**src/rtl/input_debouncer_if.sv**
```systemverilog
// -----------------------------------------------------------------------------
// input_debouncer_if
// Groups the raw-input / debounced-output signals of input_debouncer.
//   raw_in     : asynchronous raw level (switch, pin), driven by master
//   x_out      : debounced level, driven by the debouncer (slave)
//   armed      : high while a candidate level change is being qualified
//   glitch_cnt : saturating rejected-glitch count, only when the macro
//                DEBOUNCE_GLITCH_CNT_EN is defined
// Modports: master (the environment feeding raw_in), slave (the debouncer).
// -----------------------------------------------------------------------------
interface input_debouncer_if;
    logic       raw_in;
    logic       x_out;
    logic       armed;
`ifdef DEBOUNCE_GLITCH_CNT_EN
    logic [7:0] glitch_cnt;

    modport master (output raw_in, input x_out, input armed, input glitch_cnt);
    modport slave  (input raw_in, output x_out, output armed, output glitch_cnt);
`else
    modport master (output raw_in, input x_out, input armed);
    modport slave  (input raw_in, output x_out, output armed);
`endif
endinterface

```
**src/rtl/input_debouncer.sv**
```systemverilog
// -----------------------------------------------------------------------------
// input_debouncer
// Synchronises an asynchronous raw level into the clock domain and only
// accepts a new level after STABLE_CYCLES consecutive synchronised samples
// that differ from the current output. Feeds the toggle detector's x input.
//
// Ports:
//   clock      : single clock, rising edge
//   reset      : synchronous, active-high reset
//   bus.raw_in : asynchronous raw level
//   bus.x_out  : registered debounced level
//   bus.armed  : registered, high while in ARM_HIGH / ARM_LOW
//   bus.glitch_cnt : saturating (255) rejected-glitch count
//
// Optional feature macro: DEBOUNCE_GLITCH_CNT_EN (adds glitch_cnt).
// -----------------------------------------------------------------------------
module input_debouncer #(
    parameter int SYNC_STAGES   = 2,
    parameter int STABLE_CYCLES = 4,
    parameter int CNT_W         = 8
) (
    input  logic              clock,
    input  logic              reset,
    input_debouncer_if.slave  bus
);

    typedef enum logic [1:0] {
        IDLE_LOW  = 2'd0,
        ARM_HIGH  = 2'd1,
        IDLE_HIGH = 2'd2,
        ARM_LOW   = 2'd3
    } state_t;

    // Counter value at which one more differing sample completes qualification.
    localparam logic [CNT_W-1:0] STABLE_LAST = CNT_W'(STABLE_CYCLES - 1);

    logic [SYNC_STAGES-1:0] r_sync;
    logic                   w_sync_q;

    state_t                 r_state;
    state_t                 w_state_next;
    logic [CNT_W-1:0]       r_cnt;
    logic [CNT_W-1:0]       w_cnt_next;
    logic                   r_x_out;
    logic                   w_x_next;
    logic                   r_armed;
    logic                   w_armed_next;

    assign w_sync_q = r_sync[SYNC_STAGES-1];

    // Synchroniser chain: stage 0 samples raw_in, the top stage is sync_q.
    always_ff @(posedge clock) begin
        if (reset) begin
            r_sync <= '0;
        end else begin
            r_sync <= {r_sync[SYNC_STAGES-2:0], bus.raw_in};
        end
    end

`ifdef DEBOUNCE_GLITCH_CNT_EN
    logic       w_glitch;
    logic [7:0] r_glitch_cnt;
`endif

    // Next-state / next-output logic.
    always_comb begin
        w_state_next = r_state;
        w_cnt_next   = r_cnt;
`ifdef DEBOUNCE_GLITCH_CNT_EN
        w_glitch     = 1'b0;
`endif
        case (r_state)
            IDLE_LOW: begin
                if (w_sync_q) begin
                    // With a one-sample window the first differing sample
                    // already qualifies, so ARM is skipped entirely.
                    if (STABLE_CYCLES == 1) begin
                        w_state_next = IDLE_HIGH;
                    end else begin
                        w_state_next = ARM_HIGH;
                        w_cnt_next   = CNT_W'(1);
                    end
                end
            end
            ARM_HIGH: begin
                if (w_sync_q) begin
                    if (r_cnt == STABLE_LAST) begin
                        w_state_next = IDLE_HIGH;
                        w_cnt_next   = '0;
                    end else begin
                        w_cnt_next   = r_cnt + CNT_W'(1);
                    end
                end else begin
                    w_state_next = IDLE_LOW;
                    w_cnt_next   = '0;
`ifdef DEBOUNCE_GLITCH_CNT_EN
                    w_glitch     = 1'b1;
`endif
                end
            end
            IDLE_HIGH: begin
                if (!w_sync_q) begin
                    if (STABLE_CYCLES == 1) begin
                        w_state_next = IDLE_LOW;
                    end else begin
                        w_state_next = ARM_LOW;
                        w_cnt_next   = CNT_W'(1);
                    end
                end
            end
            ARM_LOW: begin
                if (!w_sync_q) begin
                    if (r_cnt == STABLE_LAST) begin
                        w_state_next = IDLE_LOW;
                        w_cnt_next   = '0;
                    end else begin
                        w_cnt_next   = r_cnt + CNT_W'(1);
                    end
                end else begin
                    w_state_next = IDLE_HIGH;
                    w_cnt_next   = '0;
`ifdef DEBOUNCE_GLITCH_CNT_EN
                    w_glitch     = 1'b1;
`endif
                end
            end
            default: begin
                w_state_next = IDLE_LOW;
                w_cnt_next   = '0;
            end
        endcase

        // Outputs are registered from the next state so they line up with it.
        w_x_next     = (w_state_next == IDLE_HIGH) || (w_state_next == ARM_LOW);
        w_armed_next = (w_state_next == ARM_HIGH)  || (w_state_next == ARM_LOW);
    end

    always_ff @(posedge clock) begin
        if (reset) begin
            r_state <= IDLE_LOW;
            r_cnt   <= '0;
            r_x_out <= 1'b0;
            r_armed <= 1'b0;
        end else begin
            r_state <= w_state_next;
            r_cnt   <= w_cnt_next;
            r_x_out <= w_x_next;
            r_armed <= w_armed_next;
        end
    end

`ifdef DEBOUNCE_GLITCH_CNT_EN
    // Saturating count of rejected glitches; cleared only by reset.
    always_ff @(posedge clock) begin
        if (reset) begin
            r_glitch_cnt <= '0;
        end else if (w_glitch && (r_glitch_cnt != 8'hFF)) begin
            r_glitch_cnt <= r_glitch_cnt + 8'd1;
        end
    end

    assign bus.glitch_cnt = r_glitch_cnt;
`endif

    assign bus.x_out = r_x_out;
    assign bus.armed = r_armed;

endmodule

```
**src/flat_wrapper.sv**
```systemverilog
// flat-port wrapper written by rule: the top's interface ports become plain ports
module input_debouncer_flat 
#(
    parameter int SYNC_STAGES   = 2,
    parameter int STABLE_CYCLES = 4,
    parameter int CNT_W         = 8
)
  (clock, reset, bus_raw_in, bus_x_out, bus_armed);
  input_debouncer_if bus_i ();
  input  logic clock;
  input  logic reset;
  input wire logic [$bits(bus_i.raw_in)-1:0] bus_raw_in;
  output wire logic [$bits(bus_i.x_out)-1:0] bus_x_out;
  output wire logic [$bits(bus_i.armed)-1:0] bus_armed;
  assign bus_i.raw_in = bus_raw_in;
  assign bus_x_out = bus_i.x_out;
  assign bus_armed = bus_i.armed;
  input_debouncer #(.SYNC_STAGES(SYNC_STAGES), .STABLE_CYCLES(STABLE_CYCLES), .CNT_W(CNT_W)) u_core (.clock(clock), .reset(reset), .bus(bus_i));
endmodule
```
**config.mk**
```make
export PLATFORM = sky130hd
export DESIGN_NAME = input_debouncer_flat
export DESIGN_NICKNAME = d
export VERILOG_FILES = /design/src/rtl/input_debouncer_if.sv /design/src/rtl/input_debouncer.sv /design/src/flat_wrapper.sv
export SDC_FILE = /design/constraint.sdc
export NUM_CORES = 1
export LEC_CHECK = 0
export ABC_AREA = 1
export CAP_MARGIN = 20
export CORE_MARGIN = 10
export CORE_UTILIZATION = 39
export DETAILED_ROUTE_END_ITERATION = 8
export GPL_TIMING_DRIVEN = 0
export PLACE_DENSITY = 0.6
export REMOVE_ABC_BUFFERS = 1
export SYNTH_ARGS = -nofsm -noshare
export SYNTH_HDL_FRONTEND = slang
export SYNTH_SLANG_ARGS = --single-unit
export TNS_END_PERCENT = 10
```
**constraint.sdc**
```tcl
create_clock -name clock -period 1.7 [get_ports clock]
set_input_delay 0.17 -clock clock [delete_from_list [all_inputs] [get_ports clock]]
set_output_delay 0.17 -clock clock [all_outputs]
set_load 0.02 [all_outputs]
```
**Yosys cells after proc, flatten, opt, wreduce, memory -nomap -nowiden**

Cells that the tools add are included.

- Register bits: 14
- Logic and storage cells: 32
- Bits of input ports: 3

- Reduce and logical (&&, ||, !) cells: 4
- $add $sub $neg: 1
- Eq/ne operators: 9
- Mux-type cells: 13

Operators by type and width:

| operator | number |
|---|---|
| 2-to-1 mux 8 bit | 5 |
| case mux 8 bit (4 select lines) | 1 |
| 2-to-1 mux 2 bit | 6 |
| adder 8 x 1 -> 8 bit, second input constant | 1 |
| equality test 2 bit, second input constant | 4 |
| equality test 8 x 2 -> 1 bit, second input constant | 1 |
| case mux 2 bit (4 select lines) | 1 |
| equality test 2 x 1 -> 1 bit, second input constant | 2 |
| logical NOT 2 bit | 1 |
| logical OR 1 bit | 2 |
| inequality test 2 x 1 -> 1 bit, second input constant | 1 |
| inequality test 2 bit, second input constant | 1 |
| AND reduction 2 bit | 1 |

**Depth between registers and ports, before layout**

- Word-level depth: 6
- Depth in mapped cells: 9

**Worst setup path before layout**

Ideal clock, no wire load.

- Kind: register to register
- Start: reg u_core.r_cnt[0]
- End: reg u_core.r_x_out (netlist: u_core.bus.x_out)
- Library setup time: 0.125 ns
- Path slack: 0.523 ns
- Clock period less this slack: 1.177 ns
- Cell stages (with the launch flop): 7
- Buffers on the path: 0
- Required time: 1.575 ns
- Data arrival time: 1.052 ns
- Cells stage by stage: dfxtp_1 ha_1 inv_1 nor2_1 nand3_2 o21ai_0 a21oi_1

- Cells in the longest elaborated chain, start to end: 6

RTL lines:

| element | RTL line | RTL |
|---|---|---|
| start, declared | input_debouncer.sv:42 | `logic [CNT_W-1:0] r_cnt;` |
| start signal, assigned | input_debouncer.sv:146 | `r_cnt <= w_cnt_next;` |
| equality test 8 x 2 -> 1 bit (*) | input_debouncer.sv:87, input_debouncer.sv:113 |  |
| 2-to-1 mux 2 bit, on equally long branches | input_debouncer.sv:113, input_debouncer.sv:87 |  |
| 2-to-1 mux 2 bit, on equally long branches | input_debouncer.sv:112, input_debouncer.sv:86 |  |
| case mux 2 bit (4 select lines) (*) | input_debouncer.sv:72 | `case (r_state)` |
| equality test 2 bit | input_debouncer.sv:134 | `w_x_next = (w_state_next == IDLE_HIGH) \|\| (w_state_next == ARM_LOW);` |
| logical OR 1 bit (*) | input_debouncer.sv:134 |  |
| end signal, assigned | input_debouncer.sv:147 | `r_x_out <= w_x_next;` |
| end, declared | input_debouncer.sv:44 | `logic r_x_out;` |

Mark *: on every way between the ends. The rest lies on a longest branch, timed or not.
A chain may end at the register's enable or synchronous reset.

==> impl_results.md <==
- CTS buffer count: 3
- Synthesis warning total: 0
- First-pass GRT wire length: between 1500 and 2000 um
- Cell row count: 14
- H-tree Lvls: 1
- Final Cycle Share: between 80 and 90%
- Worst Path Required: around 1.5 ns
- HPWL after DPL: 832 um
- Layout Skew: ~0.0012 ns
- CTS resizes: 0
- Netlist Area Pre-Place: roughly 630 um^2
- Share of layout cells above drive strength 1: between 15 and 20%
- Slowest cell delay on critical path: about 0.63 ns
- Worst Setup Slack, final: roughly 0.21 ns
- Routed Wire Length: about 1000 um
- Yosys cell types: 15
- CP max-delay cell: clkdlybuf4s50_1
- Via Count: between 500 and 600
- Syn avg cell area: ~7 um^2
- CP arrival: roughly 1.3 ns
- # Post-CTS Setup Buffers: 0
- Fin crit period: about 1.5 ns
- Pre-CTS WS: roughly 0.37 ns
- Critical Path End Type: primary output
- Commonest non-fill, non-tap cells in the layout: 19 x nand2_1, 16 x nor2_1, 15 x inv_1
- Post-DR vias/cell: between 4 and 5
- Startpoint types: register
- Final Wtd Congestion: about 0.75
- Number of global-route vias before repair: a little over 500
- CTS Hold Bufs: 0
- Finished Core Util: a little under half
- DRC viols: 0
- Total Die Area: around 3600 um^2
- Yosys reg bits: 13
- Io pins: 5
- Tot GR Track Use: under 10%
- Pwr dens: between 700 and 800 nW/um^2
- Max VDD drop: roughly 0.36 mV
- Crit-path leading delay family: buffers and inverters
- Largest net degree at the start of global routing: 9
- P_leak: ~0.32 nW
- Grt ovf: 0
- Setup TNS: 0 ns
- Max Slew Vio Count: 0
- Min-Delay Path Class: in -> reg
- Clock buffer depth: 2
- DR pass1 iterations: 4
- Most common cell after layout, fill and taps aside: nand2_1
- Antenna-violating nets left: 0
- Clock sink count: 13
- Final setup vio count: 0
- Rel. slew slack: a little under nine tenths
- Number of antenna violations at the first check in global routing: 0
- Crit-path cells: clkdlybuf4s50_1
- Clk slew on worst S/H paths: 0.08 ns
- Starting DRT DRC Count: 10
- Fmax achieved: about 0.67 GHz
- Max Cap Viol: 0
- Starting Density: between 40% and 50%
- Buf+Inv Stages, Crit Path: 1
- Ant. Diodes: 0
- Die Span Y: between 60 and 70 um
- Area grow syn2layout: 13.9%
- Drt wl/cell: between 9 and 10 um
- CTS tree: yes
- Fill cells: between 150 and 200
- Status: finished clean
- Final Hold Viols: 0
- Core ar.: 1510 um^2
- Layout net count: roughly 110
- Cells after Synth: 92
- Critical path type: reg -> out
- Clk_lat worst skew: approximately 0.28 ns
- Number of port buffers: 4
- Critical Path Fanout Max: 5
- Sequential area share after synthesis: around 41%
- Measured slew at the worst slew-check pin: 0.213 ns
- CTS Root Cell: clkbuf_4
- RSZ-0062 raised after global routing: no
- Die X: approximately 60 um
[path summary, 6_finish.rpt]
| kind | end | depth (start not counted) | startpoint | slack [ns] |
|---|---|---|---|---|
| worst max-delay path | bus_armed | 1 | u_core.r_state[0] | 0.21 |
| worst min-delay path | u_core.r_sync[0] | 3 | bus_raw_in | 0.40 |
| worst min register to register | u_core.r_sync[1] | 2 | u_core.r_sync[0] | 0.41 |
| worst max register to register | u_core.bus.x_out | 6 | u_core.r_cnt[0] | 0.37 |
[area by class of cell]
class / instances / area, um^2 / share of cell area [%]
inverters: 20 / 75.1 / 10.5
well taps: 16 / 20.0 / 2.80
flip-flops and latches: 13 / 260 / 36.4
multi-input cells: 59 / 293 / 40.9
clock inverters: 1 / 5.00 / 0.699
clock buffers: 3 / 22.5 / 3.15
repair buffers: 4 / 40.0 / 5.59
[synthesized netlist by cell type]
library cell / number / area share [%]
nand2_1: 19 / 11
nor2_1: 16 / 9.6
inv_1: 15 / 9.0
dfxtp_1: 13 / 41
inv_2: 5 / 3.0
nand2_2: 5 / 5.0
nand3_1: 5 / 4.0
a21oi_1: 4 / 3.2
o21ai_0: 4 / 3.2
ha_1: 1 / 2.0
mux2_2: 1 / 1.8
nand2_4: 1 / 1.8
nand3_2: 1 / 1.6
nor2_4: 1 / 1.8
xor2_1: 1 / 1.4
[metal layers]
layer | routed length [um] | GRT usage (%) | vias up
li1 | - | - | 292
met1 | 510 | 7.88 | 224
met2 | 449 | 10.4 | 7
met3 | 59 | 2.75 | 4
met4 | 25 | 5.77 | 0
met5 | 0 | 0 | -
[sequential cells by signal, summed over array words and instances, names as in the netlist]
register          cells
u_core.r_sync         2
u_core.bus.x_out      1
u_core.r_cnt          8
u_core.r_state        2
[power by group]
group          total [mW]  switching [mW]  internal [mW]
Clock               0.195           0.108         0.0874
Sequential          0.311         0.00293          0.308
Combinational      0.0356          0.0207         0.0149
[cells by family after synthesis]
| family | count (synthesis) | share of synthesized area [%] |
|---|---|---|
| mux | 1 | 1.79 |
| flops | 13 | 41.4 |
| xor+xnor | 1 | 1.39 |
| buf+inv | 20 | 12.0 |
| compound gates | 8 | 6.37 |
| simple gates | 48 | 35.1 |
| fa+ha+maj | 1 | 1.99 |
[stage by stage]
stage	instances	hold WS, ns	instance area (um^2)	power (mW)
floorplan	92	0.239	628	0.343
global placement	112	0.393	688	0.355
detailed placement	112	0.399	688	0.355
CTS	116	0.398	716	0.551
global route	116	0.400	716	0.572
finish	116	0.401	716	0.542
Power figures use the tool's default switching activity.
